==> src/rtl/vga_pixel_prefetch_fifo.sv <==
// rtl/vga_pixel_prefetch_fifo.sv - SDRAM-to-VGA pixel prefetch FIFO with single-credit linear fetch
// Optional feature macro: VGA_FIFO_UNDERFLOW_CNT_EN adds a saturating underflow_cnt output.
module vga_pixel_prefetch_fifo #(
  parameter int          DEPTH       = 64,
  parameter int          ADDR_W      = 22,
  parameter int          FRAME_WORDS = 307200,
  parameter logic [11:0] FILL_COLOR  = 12'h6A8
) (
  input  logic                       CLOCK_50,
  input  logic                       reset_n,
  input  logic                       frame_start,
  output logic                       fetch_req,
  output logic [ADDR_W-1:0]          fetch_addr,
  input  logic                       fetch_ack,
  input  logic                       wr_valid,
  input  logic [15:0]                wr_data,
  input  logic                       pixel_valid,
  output logic [11:0]                rgb_out,
  output logic [$clog2(DEPTH):0]     fifo_level,
  output logic                       underflow,
`ifdef VGA_FIFO_UNDERFLOW_CNT_EN
  output logic [15:0]                underflow_cnt,
`endif
  output logic                       overflow
);

  localparam int PTR_W = $clog2(DEPTH);
  localparam int LVL_W = PTR_W + 1;
  localparam int CRD_W = LVL_W + 1;

  localparam logic [1:0] S_IDLE = 2'd0;
  localparam logic [1:0] S_REQ  = 2'd1;
  localparam logic [1:0] S_WAIT = 2'd2;

  logic [1:0]       state;
  logic [PTR_W-1:0] wr_ptr;
  logic [PTR_W-1:0] rd_ptr;
  logic [LVL_W-1:0] level;
  logic             discard;
  logic [11:0]      mem [DEPTH];

  logic             pending;
  logic             full;
  logic             empty;
  logic             credit;
  logic             do_write;
  logic             do_pop;
  logic [CRD_W-1:0] credit_sum;
  logic             unused_nibble;

  // The low nibble of each returned word carries no colour.
  assign unused_nibble = ^wr_data[3:0];

  assign pending    = (state == S_WAIT);
  assign full       = (level == LVL_W'(DEPTH));
  assign empty      = (level == '0);
  assign credit_sum = {1'b0, level} + {{LVL_W{1'b0}}, pending};
  assign credit     = (credit_sum < CRD_W'(DEPTH));
  assign do_write   = wr_valid && !discard && !full;
  assign do_pop     = pixel_valid && !empty;
  assign fifo_level = level;

  always_ff @(posedge CLOCK_50) begin
    if (do_write) mem[wr_ptr] <= wr_data[15:4];
  end

  always_ff @(posedge CLOCK_50 or negedge reset_n) begin
    if (!reset_n) begin
      state      <= S_IDLE;
      wr_ptr     <= '0;
      rd_ptr     <= '0;
      level      <= '0;
      discard    <= 1'b0;
      fetch_req  <= 1'b0;
      fetch_addr <= '0;
      rgb_out    <= FILL_COLOR;
      underflow  <= 1'b0;
      overflow   <= 1'b0;
`ifdef VGA_FIFO_UNDERFLOW_CNT_EN
      underflow_cnt <= '0;
`endif
    end else if (frame_start) begin
      state      <= S_IDLE;
      wr_ptr     <= '0;
      rd_ptr     <= '0;
      level      <= '0;
      fetch_req  <= 1'b0;
      fetch_addr <= '0;
      rgb_out    <= FILL_COLOR;
      // A word already in flight for the old frame must not land in the new one.
      if (pending || (state == S_REQ && fetch_ack)) discard <= 1'b1;
    end else begin
      case (state)
        S_IDLE: begin
          if (credit) begin
            state     <= S_REQ;
            fetch_req <= 1'b1;
          end
        end
        S_REQ: begin
          if (fetch_ack) begin
            state      <= S_WAIT;
            fetch_req  <= 1'b0;
            fetch_addr <= (fetch_addr == ADDR_W'(FRAME_WORDS - 1)) ? '0 : fetch_addr + 1'b1;
          end
        end
        S_WAIT: begin
          if (wr_valid && !discard) state <= S_IDLE;
        end
        default: state <= S_IDLE;
      endcase

      if (wr_valid && discard) discard <= 1'b0;
      if (wr_valid && !discard && full) overflow <= 1'b1;
      if (do_write) wr_ptr <= wr_ptr + 1'b1;

      if (do_pop) begin
        rd_ptr  <= rd_ptr + 1'b1;
        rgb_out <= mem[rd_ptr];
      end else begin
        rgb_out <= FILL_COLOR;
      end

      if (pixel_valid && empty) begin
        underflow <= 1'b1;
`ifdef VGA_FIFO_UNDERFLOW_CNT_EN
        if (underflow_cnt != 16'hFFFF) underflow_cnt <= underflow_cnt + 16'd1;
`endif
      end

      if (do_write && !do_pop)      level <= level + 1'b1;
      else if (!do_write && do_pop) level <= level - 1'b1;
    end
  end

endmodule

==> config.mk <==
export PLATFORM = sky130hd
export DESIGN_NAME = vga_pixel_prefetch_fifo
export DESIGN_NICKNAME = d
export VERILOG_FILES = /design/src/rtl/vga_pixel_prefetch_fifo.sv
export SDC_FILE = /design/constraint.sdc
export NUM_CORES = 1
export LEC_CHECK = 0
export BUFFER_PORTS_ARGS = -buffer_cell sky130_fd_sc_hd__buf_2
export CELL_PAD_IN_SITES_DETAIL_PLACEMENT = 2
export CELL_PAD_IN_SITES_GLOBAL_PLACEMENT = 2
export CORE_UTILIZATION = 45
export CTS_BUF_LIST = sky130_fd_sc_hd__clkbuf_8
export CTS_CLUSTER_DIAMETER = 100
export DETAILED_ROUTE_END_ITERATION = 16
export PLACE_DENSITY = 0.71
export SYNTH_ARGS = -nofsm -noshare
export SYNTH_HDL_FRONTEND = slang
export SYNTH_SLANG_ARGS = --single-unit
==> constraint.sdc <==
create_clock -name CLOCK_50 -period 4.8 [get_ports CLOCK_50]
set_input_delay 0.96 -clock CLOCK_50 [delete_from_list [all_inputs] [get_ports CLOCK_50]]
set_output_delay 0.96 -clock CLOCK_50 [all_outputs]
set_load 0.005 [all_outputs]
* Word-level counts from Yosys, hierarchy flattened *
Memory sizes are Yosys's and may differ from the RTL's.
Cells that the tools add are included.

storage, ports and cells
  register bits after elaboration = 59
  RAM bits = 768
  word-level logic and storage cells = 84
  input port bits = 22
  output and inout port bits = 44
  memories kept = 1

memories
  name  depth  width  read ports  clocked after memory_dff  write ports  RTL line  source
  mem   64     12     1           0                         1            40        logic [11:0] mem [DEPTH];

operators by class
  magnitude comparators = 1
  add/sub/neg operators = 6
  bitwise gates (word level) = 1
  muxes and demuxes = 27
  reduce and logical (&&, ||, !) cells = 30
  eq/ne operators = 8

operator list
  operator                 count
  $mux W22                 4
  $mux W12                 2
  $mux W6                  4
  $add A22 B1 Y22 const B  1
  $eq A22 B19 Y1 const B   1
  $mux W7                  3
  $add A6 B1 Y6 const B    2
  $reduce_bool A2 Y1       5
  $logic_and A1 B1 Y1      9
  $add A7 B1 Y8            1
  $lt A8 B7 Y1 const B     1
  $mux W1                  8
  $mux W2                  4
  $reduce_and A2 Y1        4
  $add A7 B1 Y7 const B    1
  $eq A7 B7 Y1 const B     1
  $logic_not A7 Y1         1
  $sub A7 B1 Y7 const B    1
  $ne A3 B3 Y1 const B     2
  $pmux W2 S3              1
  $reduce_and A3 Y1        2
  $reduce_bool A3 Y1       2
  $logic_not A1 Y1         5
  $ne A3 B2 Y1 const B     1
  other kinds (7)          7

* Depth between registers and ports, before layout *
  depth in word-level cells = 8
  depth in mapped cells = 12
  gate-level depth less buffers = 12

* Worst setup path after synthesis *
OpenSTA, ideal clock, no wires.

  path type = input to register
  start = input wr_valid
  end = register level[6], in the netlist fifo_level[6]
  stages = 10
  slack = 1.743 ns
  data required time = 4.675 ns
  arrival time = 2.932 ns
  setup time = 0.125 ns
  buffers on the path = 0
  cell sequence = nand2b_1 > a31oi_1 > nand2_1 > ha_1 > nor2b_1 > nor3_1 > o21ai_0 > a21oi_1 > mux2i_1 > mux2_2

on the way
  longest elaborated chain between the ends = 5
  elaborated cells between the ends (all ways) = 8
  those cells by class = 2 x mux; 6 x reduce/logical

RTL lines
  item                                                            RTL line  source
  from (decl)                                                     15        input logic wr_valid,
  $logic_and A1 B1 Y1 * (2 in a row)                              59        assign do_write = wr_valid && !discard && !full;
  $logic_and A1 B1 Y1 / $logic_not A1 Y1 (equally long branches)  131, 132
  $mux W7 / $logic_and A1 B1 Y1 (equally long branches)           131, 132
  $mux W7 / $reduce_bool A3 Y1 (equally long branches)            -
  to (signal assigned)                                            131       if (do_write && !do_pop) level <= level + 1'b1;
  to (signal assigned)                                            132       else if (!do_write && do_pop) level <= level - 1'b1;
  to (decl)                                                       38        logic [LVL_W-1:0] level;

Mark *: on every way between the ends. The rest lies on a longest branch, timed or not.
A chain may end at the register's enable or synchronous reset.

* Worst setup path in the final report *
  start = register level[1], in the netlist fifo_level[1]
  end = register level[6], in the netlist fifo_level[6]

on the way
  longest elaborated chain between the ends = 7
  elaborated cells between the ends (all ways) = 16
  those cells by class = 2 x add/sub; 1 x eq/ne; 3 x mux; 10 x reduce/logical

RTL lines
  item
  parallel branches: the longest is 7 deep, another holds $sub A7 B1 Y7

Parallel ways; which one is timed is not known. The select of a mux whose other input is x is not followed.

==> reports/qor.log <==
qor: status.status finished clean
qor: placed_design.port-buffer-count 61
qor: die.fp.dieH 271 microns
qor: critical_path.timing.critical_path.cells nor4_1 -> nand2_1 -> nand2_1 -> nand2_1 -> ha_1 -> nor2b_1 -> nor3_1 -> o21ai_0 -> a21oi_1 -> mux2i_1 -> mux2_2
qor: global_route.initial_antenna_violation_count 3
qor: clock_tree.worstSkewPairLatency 0.78 ns
qor: logic_synthesis.yosys_register_bits 827
qor: logic_synthesis.ys_seq_area_share 75.3%
qor: placed_design.detailed_place_hpwl 60800 microns
qor: die.pin_count 66
qor: global_route.grt_busiest_layer met2
qor: critical_path.crit_path_start_kind register
qor: layout.final_common_cell edfxtp_1
qor: logic_synthesis.synth.distinct_cells 58
qor: global_route.global_route.usage.met3 5.69%
qor: sta.fin_tns_setup 0 ns
qor: die.fp.dieArea 73500 sq um
qor: logic_synthesis.syn_inst 1720
qor: hold_path.hp-class in2async
qor: clock_tree.cts.path.max_buffers 3
qor: clock_tree.cts.root.buffer_cell clkbuf_8
qor: die.fp.dieW 271 microns
qor: critical_path.crit_path_top_delay_cell nor4_1
qor: logic_synthesis.async_reset_ff_share 7.13%
qor: layout.final_core_utilization 51.6%
qor: die.fp.coreArea 71600 sq um
qor: pwr.power.switching_fraction 28.2%
qor: critical_path.largest_fanout_on_the_critical_path 8
qor: routing.first_iter_violations 1857
qor: critical_path.slowest_cell_delay_on_critical_path 0.80 ns
qor: critical_path.crit_path_buf_inv_count 0
qor: clock_tree.cts.clk_slew.worst_paths 0.07 ns
qor: routing.postRouteWirelength 98500 microns
qor: critical_path.criticalPathCategory reg2reg
qor: routing.drt-pass1-iter-count 5
qor: layout.layout-area-overhead-vs-synth 13.2%
qor: pwr.cell_internal_pwr 12200 uW
qor: global_route.grt_first_pass_wirelength 142000 microns
qor: routing.route.detailed.wl_per_inst 32.9 microns
qor: layout.final_net_count 1971
qor: critical_path.critical_path.top_delay_family simple AND/OR/NAND/NOR gates
qor: sta.worst_slew_pin_slew 1.23 ns
qor: global_route.grt_max_degree 65
qor: clock_tree.cts_setup_buffers 0
qor: pwr.clock_power_share 33.7%
qor: logic_synthesis.synth-edff-count 768
qor: global_route.grt_use_total 27.2%
qor: sta.final.min_clock_period 3.83 ns
qor: clock_tree.tritoncts yes
qor: sta.slew_viol_final 0
qor: critical_path.worstPathArrival 4.49 ns
qor: placed_design.place.detailed.instances 2747
qor: layout.layout.cells.most_common_list edfxtp_1 (768), clkbuf_8 (149), mux4_2 (135)
qor: die.placement_rows 98
qor: critical_path.timing.critical_path.required 5.46 ns
qor: flow_run.cap_violations 0
qor: global_route.via_count_of_the_first_global_routing_pass 19904
qor: routing.ant_nets 0
qor: logic_synthesis.ys.flop_type edfxtp_1
qor: sta.finalClockSkew 0.0306 ns
qor: logic_synthesis.syn-cell-area 32600 sq um
qor: critical_path.path_common_cell nand2_1
qor: critical_path.worstRegToRegCells 11
qor: global_route.gr-usage-met2 44.3%
qor: sta.worst_slew_margin_rel 17.4%
qor: routing.vias 18123
qor: layout.instances_no_fill 2997
qor: sta.timing_hold_violations_final 0
qor: critical_path.worstReg2RegEnd fifo_level[6]$_DFFE_PN0P_
qor: placed_design.place.gp.congestion 0.786
qor: critical_path.setup.reg_to_reg.worst_slack 0.97 ns
qor: pwr.seq_power_share 48.5%
qor: clock_tree.post_cts_resize_count 0
qor: critical_path.r2r_start fifo_level[1]$_DFFE_PN0P_
qor: clock_tree.numClockSinks 827
qor: sta.rsz0062_at_grt false
qor: pwr.power.switching 4800 uW
qor: die.start_util 45.5%
qor: clock_tree.htree_num_levels 4
qor: logic_synthesis.postSynthAreaPerCell 19.0 sq um
qor: pwr.power.static_leakage 0.0122 uW
qor: routing.route.detailed.drc 0
qor: layout.n_fill_cell 6265
qor: critical_path.count_of_cell_instances_traversed_by_the_critical_path 11
qor: global_route.grt.overflow.total 0
qor: critical_path.critical_path.endpoint_type register
qor: critical_path.timing.critical_path.from fifo_level[1]$_DFFE_PN0P_
qor: routing.routed_via_density 6.05
qor: sta.final.period_utilization 79.7%
qor: sta.max_clock_freq 261 MHz
qor: global_route.grtUsageMet1 35.9%
qor: clock_tree.inserted_clock_buffers 140
qor: clock_tree.post_cts_hold_buffer_count 0
qor: pwr.gate_power_share 17.8%
qor: sta.report.final.setup_viol 0
qor: layout.post_route_cells_drive_above_1_share 24.0%
qor: pwr.ir_drop 0.000279 V
qor: logic_synthesis.mappedNetlistNets 1752
qor: pwr.power_density 460 nW/um^2
qor: logic_synthesis.total_number_of_yosys_warnings 0
## sequential cells by signal, indices dropped and copies added (netlist names)
name,flops
fifo_level,7
rgb_out,12
state,2
fetch_req,1
overflow,1
underflow,1
rd_ptr,6
discard,1
fetch_addr,22
mem,768
wr_ptr,6
## stage by stage
stage / cell area [sq um] / power [uW] / hold WS (ns) / setup WS (ns)
6_report: 36900 / 17000 / 0.329 / 0.973
5_1_grt: 36900 / 17600 / 0.338 / 0.640
4_1_cts: 36900 / 17100 / 0.297 / 0.941
3_5_place_dp: 34400 / 11400 / 0.471 / 1.10
3_3_place_gp: 34400 / 11300 / 0.450 / 1.24
2_1_floorplan: 32600 / 10400 / 0.460 / 1.74
## logic make-up (layout without fill, tap and decap cells)
group	Yosys count	after routing	synth area share, %
xor gates and xnor gates	21	21	0.564
DFF	827	827	75.3
other	0	1	0
and+or+nand+nor	288	288	4.10
AOI/OAI and AO/OA	199	199	3.98
adders and majority gates	10	10	0.407
buffers and inverters	99	425	1.67
muxes	276	276	14.0
## cell type report
| cell class | instances | area (sq um) | area share, % |
|---|---|---|---|
| Tap cell | 950 | 1190 | 3.22 |
| Multi-Input combinational cell | 794 | 7520 | 20.4 |
| Clock inverter | 100 | 413 | 1.12 |
| Inverter | 8 | 30.0 | 0.0813 |
| Clock buffer | 149 | 2050 | 5.56 |
| Sequential cell | 827 | 24600 | 66.5 |
| Antenna cell | 1 | 2.50 | 0.00678 |
| Timing Repair Buffer | 168 | 1160 | 3.14 |
## worst reg2reg max path: cells and delay by family (launching register included)
kind / cells / cell delay (ns)
adder cells (fa/ha/maj): 1 / 0.41
flip-flops: 1 / 0.43
AO/OA/AOI/OAI: 2 / 0.37
multiplexers: 2 / 0.60
AND/OR/NAND/NOR: 6 / 1.90
## power by group through the flow
stage	Clock (uW)	Sequential, uW	Combinational (uW)
finish	5720	8240	3030
global route	6120	8260	3200
CTS	5850	8250	3050
detailed placement	0	8390	3010
global placement	0	8370	2880
floorplan	0	8210	2180
## Yosys cell counts, types with 2 or more instances
cell type	instances	area (sq um)
mux2i_1	128	1280
o21ai_1	3	15.0
or3b_2	2	17.5
buf_6	11	124
nor2_1	120	450
nor2b_1	16	100
o221ai_1	18	158
xor2_1	15	131
or2_2	2	12.5
nor3_1	14	70.1
and4_1	3	26.3
mux2_2	7	78.8
o21ai_0	30	150
nand3b_1	7	52.6
nand2_1	61	229
dfstp_2	5	131
nand4_1	11	68.8
nand3_1	25	125
mux4_2	135	3040
buf_4	13	97.6
a211oi_1	20	150
a22oi_1	22	165
a21oi_1	46	230
and2_1	2	12.5
xnor2_1	6	52.6
or3_1	9	56.3
mux4_1	6	158
o21bai_1	2	15.0
edfxtp_1	768	23100
ha_1	9	113
buf_1	11	41.3
or4_1	3	22.5
buf_2	20	100
clkbuf_1	35	131
a22o_1	4	35.0
inv_1	8	30.0
o22ai_1	33	206
dfrtp_1	54	1350
o21a_1	7	52.6
nand2b_1	4	25.0
and3_1	5	31.3
a211o_1	4	35.0
## worst max path at each step
stage | end | slack, ns
CTS | fifo_level[6]$_DFFE_PN0P_ | 0.94
detailed placement | fifo_level[6]$_DFFE_PN0P_ | 1.10
finish | fifo_level[6]$_DFFE_PN0P_ | 0.97
global route | fifo_level[6]$_DFFE_PN0P_ | 0.64
global placement | fifo_level[6]$_DFFE_PN0P_ | 1.24
floorplan | fifo_level[6]$_DFFE_PN0P_ | 1.74
## layer usage
layer | vias up | wire length [microns] | part of all wire (%)
met5 | - | 11 | 0.011
met3 | 191 | 6960 | 7.1
met1 | 9689 | 39700 | 40
li1 | 7419 | - | -
met2 | 822 | 48300 | 49
met4 | 2 | 3520 | 3.6
Note: power is estimated with default switching activity, not from simulation.
